<file path="config.mk">
export PLATFORM = sky130hd
export DESIGN_NAME = adrv9001_axil_master
export DESIGN_NICKNAME = d
export VERILOG_FILES = /design/src/rtl/adrv9001_axil_pkg.sv /design/src/rtl/adrv9001_axil_timeout.sv /design/src/rtl/adrv9001_axil_master.sv
export SDC_FILE = /design/constraint.sdc
export NUM_CORES = 1
export LEC_CHECK = 0
export BUFFER_PORTS_ARGS = -buffer_cell sky130_fd_sc_hd__buf_2
export CORE_MARGIN = 4
export CORE_UTILIZATION = 47
export CTS_BUF_LIST = sky130_fd_sc_hd__clkbuf_8 sky130_fd_sc_hd__clkbuf_16
export CTS_CLUSTER_SIZE = 16
export DETAILED_ROUTE_END_ITERATION = 8
export PLACE_DENSITY = 0.8
export REMOVE_ABC_BUFFERS = 1
export SLEW_MARGIN = 20
export SYNTH_ARGS = -nofsm -noshare
export SYNTH_HDL_FRONTEND = slang
export SYNTH_SLANG_ARGS = --single-unit
export TNS_END_PERCENT = 1
</file>
<file path="constraint.sdc">
create_clock -name m_axi_aclk -period 3.9 [get_ports m_axi_aclk]
set_clock_uncertainty 0.1 [all_clocks]
set_input_delay 0.78 -clock m_axi_aclk [delete_from_list [all_inputs] [get_ports m_axi_aclk]]
set_output_delay 0.78 -clock m_axi_aclk [all_outputs]
set_load 0.01 [all_outputs]
</file>
<file path="src/rtl/adrv9001_axil_pkg.sv">
// Shared definitions for the ADRV9001 AXI4-Lite master: FSM state encoding,
// AXI response codes and the default response timeout.
package adrv9001_axil_pkg;

    // One outstanding transaction: the FSM walks one command through its
    // address/data phase, its response wait, and the response hand-back.
    typedef enum logic [2:0] {
        ST_IDLE   = 3'd0,
        ST_WRITE  = 3'd1,
        ST_WAIT_B = 3'd2,
        ST_READ   = 3'd3,
        ST_WAIT_R = 3'd4,
        ST_RESP   = 3'd5
    } axil_state_t;

    localparam logic [1:0] RESP_OKAY   = 2'b00;
    localparam logic [1:0] RESP_SLVERR = 2'b10;

    localparam int DEFAULT_TIMEOUT = 1024;

    // Width of the timeout counter; at least one bit so a disabled timeout
    // (0) still elaborates to a legal vector.
    function automatic int cnt_width(input int timeout);
        return (timeout < 1) ? 1 : $clog2(timeout + 1);
    endfunction

endpackage

</file>
<file path="src/rtl/adrv9001_axil_timeout.sv">
// Response timeout counter: cleared outside the response-wait states,
// counts while enabled, saturates instead of wrapping, and flags the
// terminal count TIMEOUT-1. TIMEOUT=0 disables expiry entirely.
module adrv9001_axil_timeout
    import adrv9001_axil_pkg::*;
#(
    parameter int TIMEOUT = DEFAULT_TIMEOUT
) (
    input  logic clk,
    input  logic rst,
    input  logic clear,
    input  logic enable,
    output logic expired
);

    localparam int              CW   = cnt_width(TIMEOUT);
    localparam logic [CW-1:0]   TERM = (TIMEOUT > 0) ? CW'(TIMEOUT - 1) : '0;
    localparam logic [CW-1:0]   SAT  = '1;

    logic [CW-1:0] count;

    // Count wait cycles; hold at all-ones rather than wrapping back to zero.
    always_ff @(posedge clk or posedge rst) begin
        if (rst) begin
            count <= '0;
        end else if (clear) begin
            count <= '0;
        end else if (enable && (count != SAT)) begin
            count <= count + CW'(1);
        end
    end

    assign expired = (TIMEOUT > 0) && enable && (count == TERM);

endmodule

</file>
<file path="src/rtl/adrv9001_axil_master.sv">
// AXI4-Lite initiator for the ADRV9001 register block. Accepts one register
// command at a time on a valid/ready stream, runs it as a single AXI4-Lite
// write or read, and hands back exactly one response per command. A missing
// B/R beat is converted into a SLVERR response after TIMEOUT wait cycles.
//
// Handshake rule used on every stream here (cmd, rsp and all AXI channels):
// a beat transfers on a rising clock edge where valid and ready are both 1;
// a source never drops valid before that edge and keeps its payload stable
// while valid is high; ready may be high with or without valid.
module adrv9001_axil_master
    import adrv9001_axil_pkg::*;
#(
    parameter int ADDR_WIDTH = 7,
    parameter int TIMEOUT    = DEFAULT_TIMEOUT
) (
    input  logic                  m_axi_aclk,
    input  logic                  m_axi_areset,

    // Command stream
    input  logic                  cmd_valid,
    output logic                  cmd_ready,
    input  logic                  cmd_write,
    input  logic [ADDR_WIDTH-1:0] cmd_addr,
    input  logic [31:0]           cmd_wdata,
    input  logic [3:0]            cmd_wstrb,

    // Response stream
    output logic                  rsp_valid,
    input  logic                  rsp_ready,
    output logic                  rsp_write,
    output logic [31:0]           rsp_rdata,
    output logic [1:0]            rsp_resp,
    output logic                  rsp_timeout,

    // AXI4-Lite write address channel
    output logic [ADDR_WIDTH-1:0] m_axi_awaddr,
    output logic [2:0]            m_axi_awprot,
    output logic                  m_axi_awvalid,
    input  logic                  m_axi_awready,

    // AXI4-Lite write data channel
    output logic [31:0]           m_axi_wdata,
    output logic [3:0]            m_axi_wstrb,
    output logic                  m_axi_wvalid,
    input  logic                  m_axi_wready,

    // AXI4-Lite write response channel
    input  logic [1:0]            m_axi_bresp,
    input  logic                  m_axi_bvalid,
    output logic                  m_axi_bready,

    // AXI4-Lite read address channel
    output logic [ADDR_WIDTH-1:0] m_axi_araddr,
    output logic [2:0]            m_axi_arprot,
    output logic                  m_axi_arvalid,
    input  logic                  m_axi_arready,

    // AXI4-Lite read data channel
    input  logic [31:0]           m_axi_rdata,
    input  logic [1:0]            m_axi_rresp,
    input  logic                  m_axi_rvalid,
    output logic                  m_axi_rready,

    // Current FSM state, for observation only
    output logic [2:0]            dbg_state
);

    axil_state_t state;
    logic        run_q;
    logic        aw_done;
    logic        w_done;
    logic        tmo_clear;
    logic        tmo_enable;
    logic        tmo_expired;

    // Unprivileged, secure, data access on every transaction.
    assign m_axi_awprot = 3'b000;
    assign m_axi_arprot = 3'b000;

    // Ready outputs are decoded from registers only. B and R are always
    // accepted once out of reset so that a response arriving after a timeout
    // is drained instead of stalling the slave.
    assign cmd_ready    = run_q && (state == ST_IDLE);
    assign m_axi_bready = run_q;
    assign m_axi_rready = run_q;

    assign dbg_state = state;

    // A write channel is finished when it has already handshaken (valid
    // dropped) or handshakes on this edge.
    assign aw_done = !m_axi_awvalid || m_axi_awready;
    assign w_done  = !m_axi_wvalid  || m_axi_wready;

    assign tmo_enable = (state == ST_WAIT_B) || (state == ST_WAIT_R);
    assign tmo_clear  = !tmo_enable;

    adrv9001_axil_timeout #(
        .TIMEOUT (TIMEOUT)
    ) u_timeout (
        .clk     (m_axi_aclk),
        .rst     (m_axi_areset),
        .clear   (tmo_clear),
        .enable  (tmo_enable),
        .expired (tmo_expired)
    );

    // Hold all ready outputs low through reset and release them on the first
    // clock edge after reset deasserts.
    always_ff @(posedge m_axi_aclk or posedge m_axi_areset) begin
        if (m_axi_areset) begin
            run_q <= 1'b0;
        end else begin
            run_q <= 1'b1;
        end
    end

    // Command sequencer: one transaction in flight, all outputs registered.
    always_ff @(posedge m_axi_aclk or posedge m_axi_areset) begin
        if (m_axi_areset) begin
            state         <= ST_IDLE;
            m_axi_awaddr  <= '0;
            m_axi_awvalid <= 1'b0;
            m_axi_wdata   <= '0;
            m_axi_wstrb   <= '0;
            m_axi_wvalid  <= 1'b0;
            m_axi_araddr  <= '0;
            m_axi_arvalid <= 1'b0;
            rsp_valid     <= 1'b0;
            rsp_write     <= 1'b0;
            rsp_rdata     <= '0;
            rsp_resp      <= RESP_OKAY;
            rsp_timeout   <= 1'b0;
        end else begin
            case (state)
                ST_IDLE: begin
                    if (cmd_valid && cmd_ready) begin
                        rsp_write <= cmd_write;
                        if (cmd_write) begin
                            m_axi_awaddr  <= cmd_addr;
                            m_axi_wdata   <= cmd_wdata;
                            m_axi_wstrb   <= cmd_wstrb;
                            m_axi_awvalid <= 1'b1;
                            m_axi_wvalid  <= 1'b1;
                            state         <= ST_WRITE;
                        end else begin
                            m_axi_araddr  <= cmd_addr;
                            m_axi_arvalid <= 1'b1;
                            state         <= ST_READ;
                        end
                    end
                end

                // AW and W retire independently, in either order.
                ST_WRITE: begin
                    if (m_axi_awvalid && m_axi_awready) begin
                        m_axi_awvalid <= 1'b0;
                    end
                    if (m_axi_wvalid && m_axi_wready) begin
                        m_axi_wvalid <= 1'b0;
                    end
                    if (aw_done && w_done) begin
                        state <= ST_WAIT_B;
                    end
                end

                // A real B beat wins over a timeout in the same cycle.
                ST_WAIT_B: begin
                    if (m_axi_bvalid) begin
                        rsp_resp    <= m_axi_bresp;
                        rsp_rdata   <= '0;
                        rsp_timeout <= 1'b0;
                        rsp_valid   <= 1'b1;
                        state       <= ST_RESP;
                    end else if (tmo_expired) begin
                        rsp_resp    <= RESP_SLVERR;
                        rsp_rdata   <= '0;
                        rsp_timeout <= 1'b1;
                        rsp_valid   <= 1'b1;
                        state       <= ST_RESP;
                    end
                end

                ST_READ: begin
                    if (m_axi_arready) begin
                        m_axi_arvalid <= 1'b0;
                        state         <= ST_WAIT_R;
                    end
                end

                ST_WAIT_R: begin
                    if (m_axi_rvalid) begin
                        rsp_resp    <= m_axi_rresp;
                        rsp_rdata   <= m_axi_rdata;
                        rsp_timeout <= 1'b0;
                        rsp_valid   <= 1'b1;
                        state       <= ST_RESP;
                    end else if (tmo_expired) begin
                        rsp_resp    <= RESP_SLVERR;
                        rsp_rdata   <= '0;
                        rsp_timeout <= 1'b1;
                        rsp_valid   <= 1'b1;
                        state       <= ST_RESP;
                    end
                end

                // Response fields stay frozen until the consumer takes them.
                ST_RESP: begin
                    if (rsp_ready) begin
                        rsp_valid <= 1'b0;
                        state     <= ST_IDLE;
                    end
                end

                default: begin
                    state <= ST_IDLE;
                end
            endcase
        end
    end

endmodule

</file>
* After elaboration in Yosys (flattened, before gate mapping) *
Cells that the tools add are included.

word-level totals
  flip-flop bits (word level) = 105

operators by class
  $add $sub $neg = 1
  equal/unequal tests = 16
  mux-type cells = 38
  bitwise gates (word level) = 1
  reduce and logical (&&, ||, !) cells = 25

operator list
  kind                   count
  $mux 32                3
  $pmux 32 s2            1
  $mux 11                2
  $mux 3                 7
  $pmux 3 s6             1
  $ne 2x2->1 const B     8
  $reduce_and 4->1       4
  $mux 1                 14
  $add 11x1->11 const B  1
  $eq 11x10->1 const B   1
  $ne 11x11->1 const B   1
  $mux 2                 4
  $pmux 1 s2             4
  $logic_and 1x1->1      7
  $eq 3x2->1 const B     2
  $eq 3x3->1 const B     2
  $reduce_and 3->1       2
  $reduce_bool 2->1      3
  $pmux 2 s2             1
  $reduce_and 2->1       2
  $eq 3x1->1 const B     1
  $logic_not 3->1        1
  $logic_or 1x1->1       3
  $pmux 1 s3             1
  4 further kinds        5

* Depth between registers and ports, before layout *
  depth after elaboration = 6
  depth in mapped cells = 8
  depth with buffers taken out = 5

* Hierarchy *
Synthesis repeated with hierarchy kept, for this count alone.

unflattened totals
  cell total of the unflattened synthesis = 319
  area total of the unflattened synthesis = 4464.3 um2

by module, submodules not included
  module                 times used  cells each  area each (um2)  seq. area each (um2)
  adrv9001_axil_master   1           253         3848.7           2352.3
  adrv9001_axil_timeout  1           66          615.6            275.3

* Least setup slack after synthesis *
OpenSTA, ideal clock, no wires.

  path kind = reg-to-reg
  start = register u_timeout.count[0]
  end = register state[2] (netlist: dbg_state[2])
  setup time = 0.122 ns
  data arrival time = 1.852 ns
  data required time = 3.678 ns
  setup slack = 1.826 ns
  stages on the path, launching flop included = 8
  path buffers = 2
  period minus slack after synthesis = 2.074 ns
  path through = dfrtp_1 -> ha_1 -> and4_1 -> buf_2 -> and4b_1 -> buf_2 -> or3_1 -> a32o_1

on the way
  word-level cells in the longest chain between the ends = 5

RTL lines
  what                              line                         RTL
  from (decl)                       adrv9001_axil_timeout.sv:20  logic [CW-1:0] count;
  from (signal assigned)            adrv9001_axil_timeout.sv:29  count <= count + CW'(1);
  $eq 11x10->1 (*)                  adrv9001_axil_timeout.sv:33  assign expired = (TIMEOUT > 0) && enable && (count == TERM);
  $logic_and 1x1->1 (*)             adrv9001_axil_timeout.sv:33
  $mux 3 (*)                        -
  $mux 3, on equally long branches  -
  $pmux 3 s6 (*)                    -
  to (signal assigned)              adrv9001_axil_master.sv:120  state <= ST_IDLE;
  to (signal assigned)              adrv9001_axil_master.sv:144  state <= ST_WRITE;
  to (signal assigned)              adrv9001_axil_master.sv:148  state <= ST_READ;
  to (decl)                         adrv9001_axil_master.sv:68   axil_state_t state;

Every way passes the cells marked *; elsewhere a longest branch is shown, timed or not.
A chain may end at the register's enable or synchronous reset.

* Final worst setup path *
  start = register state[0] (netlist: dbg_state[0])
  end = register m_axi_wdata[21]

on the way
  word-level cells in the longest chain between the ends = 4

RTL lines
  what                                   line                                                     RTL
  $logic_not 3->1 (*)                    adrv9001_axil_master.sv:83, adrv9001_axil_master.sv:134
  $logic_and 1x1->1                      adrv9001_axil_master.sv:83                               assign cmd_ready = run_q && (state == ST_IDLE);
  $logic_and 1x1->1                      adrv9001_axil_master.sv:136                              if (cmd_valid && cmd_ready) begin
  $reduce_and 3->1 (no source line) (*)  -
  to (signal assigned)                   adrv9001_axil_master.sv:140                              m_axi_wdata <= cmd_wdata;
  to (decl)                              adrv9001_axil_master.sv:42                               output logic [31:0] m_axi_wdata,

Marked as above.

==> summary.txt <==
Run status
  – Status: finished, final reports clean

Drt
  – Metal2 WL: 5523 µm
  – Routed wire length on met3: ~610 µm
  – First-pass iteration count of the detailed router: 4
  – Met1 wire length: 4260 µm
  – Iteration-0 DRC count of the detailed router: 123
  – Top Metal Used: met4
  – Vias post-DR: between 3k and 4k
  – Avg WL per Cell: around 17 µm
  – Vias per inst: between 5 and 6
  – Detail Route Antenna Nets: 0
  – Drt total wl: 10610 µm
  – Post-route DRC: 0

Power and ir drop
  – Leak Pwr: 2.892 nW
  – PwrDens: ~730 mW/mm²
  – VDD IR max: approximately 0.35 mV

Final layout
  – P&R area growth vs syn: 26.93%
  – Layout net count: slightly below 600
  – Multi-input logic area: 0.001546 mm²
  – Final core utilization: between 60% and 70%
  – Fill count: between 700 and 800
  – Commonest non-fill, non-tap cell in the layout: buf_2
  – # diodes: 0
  – Sequential cell area: between 0.002 and 0.003 mm²
  – Fraction of layout cells with a size suffix above 1: around 44%
  – Commonest cells after routing, fill and taps aside: 184 x buf_2, 105 x dfrtp_1, 37 x mux2_1, 32 x a22o_1, 13 x mux2_2

Timing
  – Fmax: ~400 MHz
  – Fin crit period: between 2000 and 3000 ps
  – Final Max Tran Viols: 0
  – Unrepaired setup endpoints after global routing: no
  – Setup violators final: 0
  – Slew HR: 45.52%
  – WHS: 387.8 ps
  – Final Hold Fails: 0
  – Worst Tran Pin Value: a little over 800 ps
  – Fin crit share: between 60% and 70%

Clock tree
  – Hold_buf cts: 0
  – Post CTS Setup Buffer Count: 0
  – Resized Gates After CTS: 0
  – Clock transition at the registers of the reported paths: around 100 ps
  – H-tree lvl count: 3
  – Clock Path Buffers: 2
  – Clk_lat worst skew: between 300 and 400 ps
  – CTS tree: done
  – Root buf cell: clkbuf_8
  – Sink Count: 105
  – Clock buffers created by TritonCTS: 9

Critical path
  – Worst path required time: about 4100 ps
  – Slowest-stage cell, CP: dfrtp_1
  – Buf+Inv Stages, Crit Path: 1
  – CP delay by family, top: simple AND/OR/NAND/NOR gates
  – Flop-to-flop setup slack: between 1000 and 1500 ps
  – Reg2reg end: m_axi_wdata[21]$_DFFE_PP0P_
  – Startpoint type of the worst setup path: flip-flop
  – Highest cell delay on the worst timing path: 590 ps
  – Critical-path cell list: nor3_2 -> nand4_2 -> buf_4 -> mux2_1
  – Worst setup EP type: flip-flop
  – Critical-path maximum fanout: 28
  – Kind of critical path: flip-flop to flip-flop
  – Reg2reg path depth: 4
  – Worst EP arrival: 2710 ps
  – RR Startpoint: dbg_state[0]$_DFFE_PP0P_

Die
  – Starting Density: 48.88%
  – Io pins: around 190
  – Standard-cell rows: 34
  – Core ar.: just under 0.009 mm²
  – Total die area: ~0.011 mm²
  – Die height: 103.9 µm
  – Die width: between 100 and 150 µm

Worst hold path
  – WHS Path Cells: 1
  – Hold Crit Class: flip-flop to flip-flop
  – Hold_sp: rsp_resp[0]$_DFFE_PP0P_
  – Hold Path Sink: rsp_resp[0]$_DFFE_PP0P_

Placed design
  – Hpwl dp: 7904 µm
  – PortBufs: 184
  – RePlAce Congestion: just over 0.8

Yosys
  – Cell Area, Synth: roughly 0.0043 mm²
  – Synth warn: 0
  – Synth Instances: ~320
  – Synth Register Bits: 105
  – Seq/Total Area, Yosys: around 61%
  – Main synth FF type: dfrtp_1
  – Share of async-settable or async-resettable flops after synthesis: 100.0%
  – Avg Cell Area, Syn: between 10 and 15 µm²
  – EDFF count, synth: 0
  – Yosys cell types: 52

Global route
  – Initial antenna violation count: 0
  – GR Overflow Total: 0
  – Largest net degree at the start of global routing: 66
  – All-Layer GR Usage: approximately a fifth
  – First-pass GRT wire length: ~18000 µm
  – Vias in the first global route: approximately 3.5k

Flow run
  – Number of max-cap violations: 0
logic make-up after synthesis:
family | synth area share (%)
compound gates | 12.41
xor+xnor | 1.012
fa+ha+maj | 0.2892
buf+inv | 4.281
flops | 60.75
mux | 13.48
other cells | 0.1736
simple gates | 7.608
where the power goes:
group | total (mW) | switching, mW | internal (mW)
combinational | 1.52 | 0.786 | 0.730
clock | 0.680 | 0.378 | 0.302
sequential | 1.84 | 0.300 | 1.54
total | 4.03 | 1.46 | 2.57
how the worst max path moves through the flow:
stage                                   to                     start  depth (start not counted)
2_1_floorplan     rsp_rdata[0]$_DFFE_PP0P_              m_axi_rvalid                          4
3_3_place_gp     rsp_rdata[25]$_DFFE_PP0P_              m_axi_rvalid                          6
3_5_place_dp      rsp_rdata[4]$_DFFE_PP0P_              m_axi_rvalid                          6
4_1_cts        m_axi_wdata[21]$_DFFE_PP0P_  dbg_state[0]$_DFFE_PP0P_                          4
5_1_grt        m_axi_wdata[21]$_DFFE_PP0P_  dbg_state[0]$_DFFE_PP0P_                          4
6_report       m_axi_wdata[21]$_DFFE_PP0P_  dbg_state[0]$_DFFE_PP0P_                          4
metal layers:
metal / vias up / track usage [%]
met5: - / 0
met4: 0 / 7.597
met3: 19 / 4.966
met2: 119 / 34.08
met1: 1663 / 24.82
li1: 1515 / -
state kept, by name, summed over array words and instances (netlist names):
name,cells
m_axi_bready,1
m_axi_wvalid,1
m_axi_awvalid,1
m_axi_awaddr,7
m_axi_araddr,7
rsp_write,1
m_axi_wdata,32
m_axi_arvalid,1
dbg_state,3
rsp_valid,1
rsp_resp,2
u_timeout.count,11
m_axi_wstrb,4
rsp_timeout,1
rsp_rdata,32
cells in the mapped netlist, types with 4 or more instances:
cell,n,share of area (%)
a21oi_1,5,0.58
a22o_1,32,6.5
a31oi_1,5,0.72
mux2_2,13,3.4
buf_4,7,1.2
nand2_1,9,0.78
inv_1,8,0.69
buf_6,4,1.0
clkbuf_1,6,0.52
xnor2_1,5,1.0
and3_1,7,1.0
nand3_1,7,0.81
o21ai_0,5,0.58
nor2_1,11,0.95
mux2_1,37,9.6
buf_2,7,0.81
dfrtp_1,105,61
through the flow:
stage          power [mW]  area, µm²  setup TNS [ps]  cells  setup slack, ps
2_1_floorplan       2.659       4189          -10800    303           -332.9
3_3_place_gp        3.322       5293               0    599             1308
3_5_place_dp        3.394       5293               0    599             1241
4_1_cts             4.088       5490               0    615             1340
5_1_grt             4.310       5490               0    615             1147
6_report            4.032       5490               0    615             1340
worst register-to-register path: cells and delay by family, from the launching register on:
| kind | cells | cell delay, ps |
|---|---|---|
| buffers and inverters | 1 | 500 |
| muxes | 1 | 370 |
| DFF | 1 | 590 |
| and+or+nand+nor | 2 | 890 |
layout make-up:
class,count,share of cell area [%]
timing repair buffer,188,17.32
sequential,105,47.86
inverter,8,0.5925
clock buffer,9,2.256
tap,108,2.461
multi-input combinational,190,28.17
clock inverter,7,1.345
No activity file was read; power rests on OpenSTA's default activity.
